$ cat config.mk
export PLATFORM = sky130hd
export DESIGN_NAME = sdm_cic_demod
export DESIGN_NICKNAME = d
export VERILOG_FILES = /design/src/rtl/sdm_pkg.sv /design/src/rtl/cic_comb_stage.sv /design/src/rtl/sdm_cic_demod.sv
export SDC_FILE = /design/constraint.sdc
export NUM_CORES = 1
export LEC_CHECK = 0
export CAP_MARGIN = 20
export CORE_ASPECT_RATIO = 1.1
export CORE_UTILIZATION = 64
export CTS_CLUSTER_DIAMETER = 30
export DETAILED_ROUTE_END_ITERATION = 8
export PLACE_DENSITY = 0.92
export SYNTH_ARGS = -nofsm -noshare
export SYNTH_HDL_FRONTEND = slang
export SYNTH_HIERARCHICAL = 1
export SYNTH_SLANG_ARGS = --single-unit
$ cat constraint.sdc
create_clock -name clk -period 4.43 [get_ports clk]
set_input_delay 0.886 -clock clk [delete_from_list [all_inputs] [get_ports clk]]
set_output_delay 0.886 -clock clk [all_outputs]
set_load 0.01 [all_outputs]
$ cat src/rtl/sdm_pkg.sv
// Shared constants and helpers for the delta-sigma CIC demodulator.
// The localparams below describe the default build (D_W=16, CIC_N=3,
// DEC_LOG2=6); the top derives its own widths from its parameters through
// the same functions, so both always agree.
package sdm_pkg;

    localparam int D_W_DEF      = 16;
    localparam int CIC_N_DEF    = 3;
    localparam int DEC_LOG2_DEF = 6;

    // Integrator/comb width: CIC gain is R^N = 2^(N*log2R), plus sign and
    // one bit of headroom so +R^N itself is representable.
    function automatic int calc_acc_w(input int cic_n, input int dec_log2);
        return cic_n * dec_log2 + 2;
    endfunction

    // Right shift that maps the CIC gain onto the D_W output range.
    function automatic int calc_shift(input int cic_n, input int dec_log2, input int d_w);
        return cic_n * dec_log2 - (d_w - 1);
    endfunction

    function automatic longint sat_max_f(input int d_w);
        return (longint'(1) << (d_w - 1)) - 1;
    endfunction

    function automatic longint sat_min_f(input int d_w);
        return -(longint'(1) << (d_w - 1));
    endfunction

    localparam int ACC_W = calc_acc_w(CIC_N_DEF, DEC_LOG2_DEF);
    localparam int S     = calc_shift(CIC_N_DEF, DEC_LOG2_DEF, D_W_DEF);

    typedef logic signed [ACC_W-1:0] acc_t;

    // Bitstream mapping: 1 -> +1, 0 -> -1 (2-bit signed, sign-extend on use).
    localparam logic signed [1:0] BIT_POS = 2'sb01;
    localparam logic signed [1:0] BIT_NEG = 2'sb11;

    localparam logic signed [D_W_DEF-1:0] SAT_MAX = D_W_DEF'(sat_max_f(D_W_DEF));
    localparam logic signed [D_W_DEF-1:0] SAT_MIN = D_W_DEF'(sat_min_f(D_W_DEF));

endpackage

$ cat src/rtl/cic_comb_stage.sv
// One CIC comb (differentiator) stage. The delay register holds the previous
// decimated input and advances only when a new sample is loaded, so the stage
// runs at the decimated rate while being clocked at the full rate.
module cic_comb_stage #(
    parameter int W = 20
) (
    input  logic                clk,
    input  logic                rst,
    input  logic                ld,
    input  logic signed [W-1:0] din,
    output logic signed [W-1:0] dout,
    output logic                vld
);

    logic signed [W-1:0] dly;

    // Differentiate on each load strobe; strobe follows the data by one clock.
    always_ff @(posedge clk or posedge rst) begin
        if (rst) begin
            dly  <= '0;
            dout <= '0;
            vld  <= 1'b0;
        end else begin
            vld <= ld;
            if (ld) begin
                dout <= din - dly;
                dly  <= din;
            end
        end
    end

endmodule

$ cat src/rtl/sdm_cic_demod.sv
// First-order delta-sigma bitstream demodulator: CIC_N integrators at the
// bit rate, decimation by 2^DEC_LOG2, CIC_N comb stages, shift and clip to a
// signed D_W sample. The first CIC_N+1 results after reset are discarded while
// the comb delay lines fill.
// Optional macro SDM_DMOD_SYNC_EN: passes dmod_din (and en alongside it, so
// the whole datapath shifts uniformly by two clocks) through a 2-flop
// synchronizer for use with an asynchronous external comparator.
module sdm_cic_demod
    import sdm_pkg::*;
#(
    parameter int D_W      = 16,
    parameter int CIC_N    = 3,
    parameter int DEC_LOG2 = 6
) (
    input  logic                  clk,
    input  logic                  rst,
    input  logic                  en,
    input  logic                  dmod_din,
    output logic signed [D_W-1:0] dmod_dout,
    output logic                  dmod_valid,
    output logic                  dmod_sat
);

    localparam int CIC_ACC_W = calc_acc_w(CIC_N, DEC_LOG2);
    localparam int CIC_S     = calc_shift(CIC_N, DEC_LOG2, D_W);
    localparam logic signed [D_W:0] SAT_HI = (D_W+1)'(sat_max_f(D_W));
    localparam logic signed [D_W:0] SAT_LO = (D_W+1)'(sat_min_f(D_W));
    localparam logic [2:0] WARM_LEN = 3'(CIC_N + 1);

    // Scaled comb output always fits in D_W+1 bits: ACC_W - S == D_W + 1.
    function automatic logic signed [D_W:0] scale_acc(input logic signed [CIC_ACC_W-1:0] c);
        logic signed [CIC_ACC_W-1:0] sh;
        sh = c >>> CIC_S;
        return sh[D_W:0];
    endfunction

    function automatic logic signed [D_W-1:0] sat_val(input logic signed [D_W:0] v);
        if (v > SAT_HI)
            return SAT_HI[D_W-1:0];
        else if (v < SAT_LO)
            return SAT_LO[D_W-1:0];
        else
            return v[D_W-1:0];
    endfunction

    function automatic logic is_clip(input logic signed [D_W:0] v);
        return (v > SAT_HI) || (v < SAT_LO);
    endfunction

    logic din_q;
    logic en_q;

`ifdef SDM_DMOD_SYNC_EN
    logic [1:0] din_sync;
    logic [1:0] en_sync;

    // Two-flop input synchronizer; en is delayed with the data so each bit is
    // still integrated under its own enable.
    always_ff @(posedge clk or posedge rst) begin
        if (rst) begin
            din_sync <= '0;
            en_sync  <= '0;
        end else begin
            din_sync <= {din_sync[0], dmod_din};
            en_sync  <= {en_sync[0], en};
        end
    end

    assign din_q = din_sync[1];
    assign en_q  = en_sync[1];
`else
    assign din_q = dmod_din;
    assign en_q  = en;
`endif

    logic signed [CIC_ACC_W-1:0] x_ext;
    assign x_ext = din_q ? {{(CIC_ACC_W-2){BIT_POS[1]}}, BIT_POS}
                         : {{(CIC_ACC_W-2){BIT_NEG[1]}}, BIT_NEG};

    for (genvar k = 0; k < CIC_N; k++) begin : g_integ
        logic signed [CIC_ACC_W-1:0] acc;
        logic signed [CIC_ACC_W-1:0] addend;

        if (k == 0) begin : g_first
            assign addend = x_ext;
        end else begin : g_next
            assign addend = g_integ[k-1].acc;
        end

        // Pipelined integrator, modular wrap is intentional.
        always_ff @(posedge clk or posedge rst) begin
            if (rst)
                acc <= '0;
            else if (en_q)
                acc <= acc + addend;
        end
    end

    logic [DEC_LOG2-1:0] dec_cnt;
    logic                capture;
    assign capture = en_q && (&dec_cnt);

    // Decimation counter, advances only on enabled bit cycles.
    always_ff @(posedge clk or posedge rst) begin
        if (rst)
            dec_cnt <= '0;
        else if (en_q)
            dec_cnt <= dec_cnt + 1'b1;
    end

    // ---- stage p0: capture last integrator at the decimated rate ----
    logic signed [CIC_ACC_W-1:0] cap_p0;
    logic                        vld_p0;

    // Latch I_N on the capture edge and launch the comb pipeline.
    always_ff @(posedge clk or posedge rst) begin
        if (rst) begin
            cap_p0 <= '0;
            vld_p0 <= 1'b0;
        end else begin
            vld_p0 <= capture;
            if (capture)
                cap_p0 <= g_integ[CIC_N-1].acc;
        end
    end

    // ---- stages p1..pN: comb chain, one stage per clock ----
    logic signed [CIC_ACC_W-1:0] comb_d [CIC_N+1];
    logic                        comb_v [CIC_N+1];

    assign comb_d[0] = cap_p0;
    assign comb_v[0] = vld_p0;

    for (genvar k = 0; k < CIC_N; k++) begin : g_comb
        cic_comb_stage #(.W(CIC_ACC_W)) u_comb (
            .clk  (clk),
            .rst  (rst),
            .ld   (comb_v[k]),
            .din  (comb_d[k]),
            .dout (comb_d[k+1]),
            .vld  (comb_v[k+1])
        );
    end

    // ---- output stage: scale, clip, warm-up gating ----
    logic signed [D_W:0] scaled;
    logic                res_v;
    logic [2:0]          warm_cnt;
    logic                warm_done;

    assign scaled    = scale_acc(comb_d[CIC_N]);
    assign res_v     = comb_v[CIC_N];
    assign warm_done = (warm_cnt == WARM_LEN);

    // Register the clipped sample; during warm-up results are counted but
    // neither presented nor allowed to touch the sticky clip flag.
    always_ff @(posedge clk or posedge rst) begin
        if (rst) begin
            warm_cnt   <= '0;
            dmod_valid <= 1'b0;
            dmod_dout  <= '0;
            dmod_sat   <= 1'b0;
        end else begin
            dmod_valid <= res_v && warm_done;
            if (res_v) begin
                if (!warm_done) begin
                    warm_cnt <= warm_cnt + 3'd1;
                end else begin
                    dmod_dout <= sat_val(scaled);
                    if (is_clip(scaled))
                        dmod_sat <= 1'b1;
                end
            end
        end
    end

endmodule

==> results.toml <==
[status]
status = "finished, final reports clean"

[routing]
drt_iter0_drc = 996
wirelength_um = 35520
drc_errors = 0
drt-pass1-iter-count = 7
wl_per_cell_um = 18.50
vias = 12360
vias_per_cell = 6.438
antenna_left = 0

[worst_setup_path]
cp.required_ns = 4.83
endpoint_kind = "flop"
crit_arrival_ns = 3.81
path_cells = "clkdlybuf4s50_1 -> inv_1 -> fa_1 -> a21o_1 -> a21o_1 -> a21oi_1 -> o21ai_0 -> a31oi_1 -> o21ai_0 -> a221o_1"
max_stage_delay_ns = 0.55
criticalPathCategory = "in2reg"
cp_slowest_cell = "fa_1"
crit_fanout = 14
cp-start-kind = "primary input"

[finish]
final_util_pct = 74.77
stdcell_count = 1920
multi_input_area_mm2 = 0.008210
fill_cells = 1394
final_cell_mix = "227 x dfrtp_1, 194 x nand2_1, 129 x o21ai_0"
seqCellArea_mm2 = 0.005707
post-route-cell-area_mm2 = 0.01658
fin_nets = 1714
area_growth_pct = 14.06
layout_commonest_cell = "dfrtp_1"
diodes = 0
layout-drive-gt1-share_pct = 13.42

[power]
p_int_mw = 7.108
powerDensity_mw_per_mm2 = 709.8
p_clk_share_pct = 28.9
irDropWorstVdd_mv = 0.6513
power.switching_mw = 4.664
comb_power_share_pct = 46.2
p_leak_nw = 7.642
seq_power_share_pct = 24.9
power_switching_share_pct = 39.62

[timing]
hold_viol = 0
slew_violations = 0
hold_slack_ns = 0.4656
min_period_ns = 3.404
skew_ns = 0.01697
fin_setup_tns_ns = 0
fmax_mhz = 293.8
rsz0062_at_grt = "no"
worstMarginPinSlew_ns = 0.9275
period_share_pct = 76.84
max_slew_margin_pct = 38.10
setup_viol = 0

[min_path]
hold_path.class = "reg2reg"

[grt]
grt_max_degree = 71
grtUsageTotal_pct = 30.78
antenna_found_initial = 0
grt_pass1_vias = 12680
grt_overflow_total = 0
grt_pass1_wl_um = 59810

[clocking]
cts_setup_buffers = 0
cts_inserted_buffers = 47
insertion_delay_ns = 0.54
cts_root_buf = "clkbuf_16"
cts-resized-gates = 0
cts_max_path_buffers = 3
clock-sinks = 228
ctsHoldBuffers = 0
htree_levels = 2
path_clk_slew_ns = 0.05
cts_tree = "built"

[die]
ios = 22
core_mm2 = 0.02218
die_area_mm2 = 0.02333
die_w_um = 145.7
start_util_pct = 65.56
placementRows = 57
die_y_um = 160.1

[synthesis]
syn_nets = 1689
synth_area_per_cell_um2 = 9.303
synth_warnings = 6
syn_area_mm2 = 0.01454
synthCells = 1563

[place]
dp_cells = 1833
place_congestion = 0.9135
place_area_mm2 = 0.01501
hpwlAfterDp_um = 21920
portBuffers = 21

[job]
maxCapViolations = 0
[metal layers]
layer,global-route usage (%),routed length (µm),vias to the layer above
met5,0,0,-
met4,16.79,1703,0
met3,5.486,1835,187
met2,56.37,18410,509
met1,33.58,13570,5943
li1,-,-,5721
[sequential cells by signal, summed over array words and instances (netlist names)]
name	flops
dec_cnt	6
dmod_sat	1
g_comb.u_comb/vld	3
dmod_dout	16
g_comb.u_comb/dly	60
g_integ.acc	60
warm_cnt	3
cap_p0	20
g_comb.u_comb/dout	57
vld_p0	1
dmod_valid	1
[through the flow]
stage	total power, mW	setup WS, ns
floorplan	6.996	0.6984
global placement	7.769	0.5681
detailed placement	8.049	0.5432
CTS	11.68	1.052
global route	12.48	0.8590
finish	11.77	1.026
[worst max-delay path: cells and delay by family]
family / cells / cell delay [ns]
compound gates: 7 / 1.58
fa+ha+maj: 1 / 0.55
buf+inv: 2 / 0.77
[area by class of cell]
cell class,count,share of cell area [%]
sequential,228,34.41
tap,295,2.226
clock buffer,54,7.491
timing repair buffer,34,2.067
multi-input combinational,1171,49.51
clock inverter,32,1.886
inverter,106,2.414
[power by group through the flow]
stage | Sequential, mW | Combinational (mW) | Clock (mW)
4_1_cts | 2.91 | 5.33 | 3.43
3_3_place_gp | 2.89 | 4.87 | 0
6_report | 2.93 | 5.44 | 3.41
2_1_floorplan | 2.76 | 4.23 | 0
5_1_grt | 2.97 | 5.97 | 3.54
3_5_place_dp | 2.92 | 5.13 | 0
[final timing paths]
kind,startpoint,endpoint,slack (ns),cells after the start
hold reg to reg,dmod_sat,dmod_sat,0.47,1
min in group asynchronous,rst,g_comb[0].u_comb/dly[3],1.00,2
hold / removal,dmod_sat,dmod_sat,0.47,1
setup reg to reg,g_integ[0].acc[0],g_integ[1].acc[16],1.48,9
setup / recovery,dmod_din,g_integ[0].acc[16],1.03,10
max in group asynchronous,rst,g_comb[2].u_comb/dly[5],2.57,3
(Power assumes the default switching activity.)
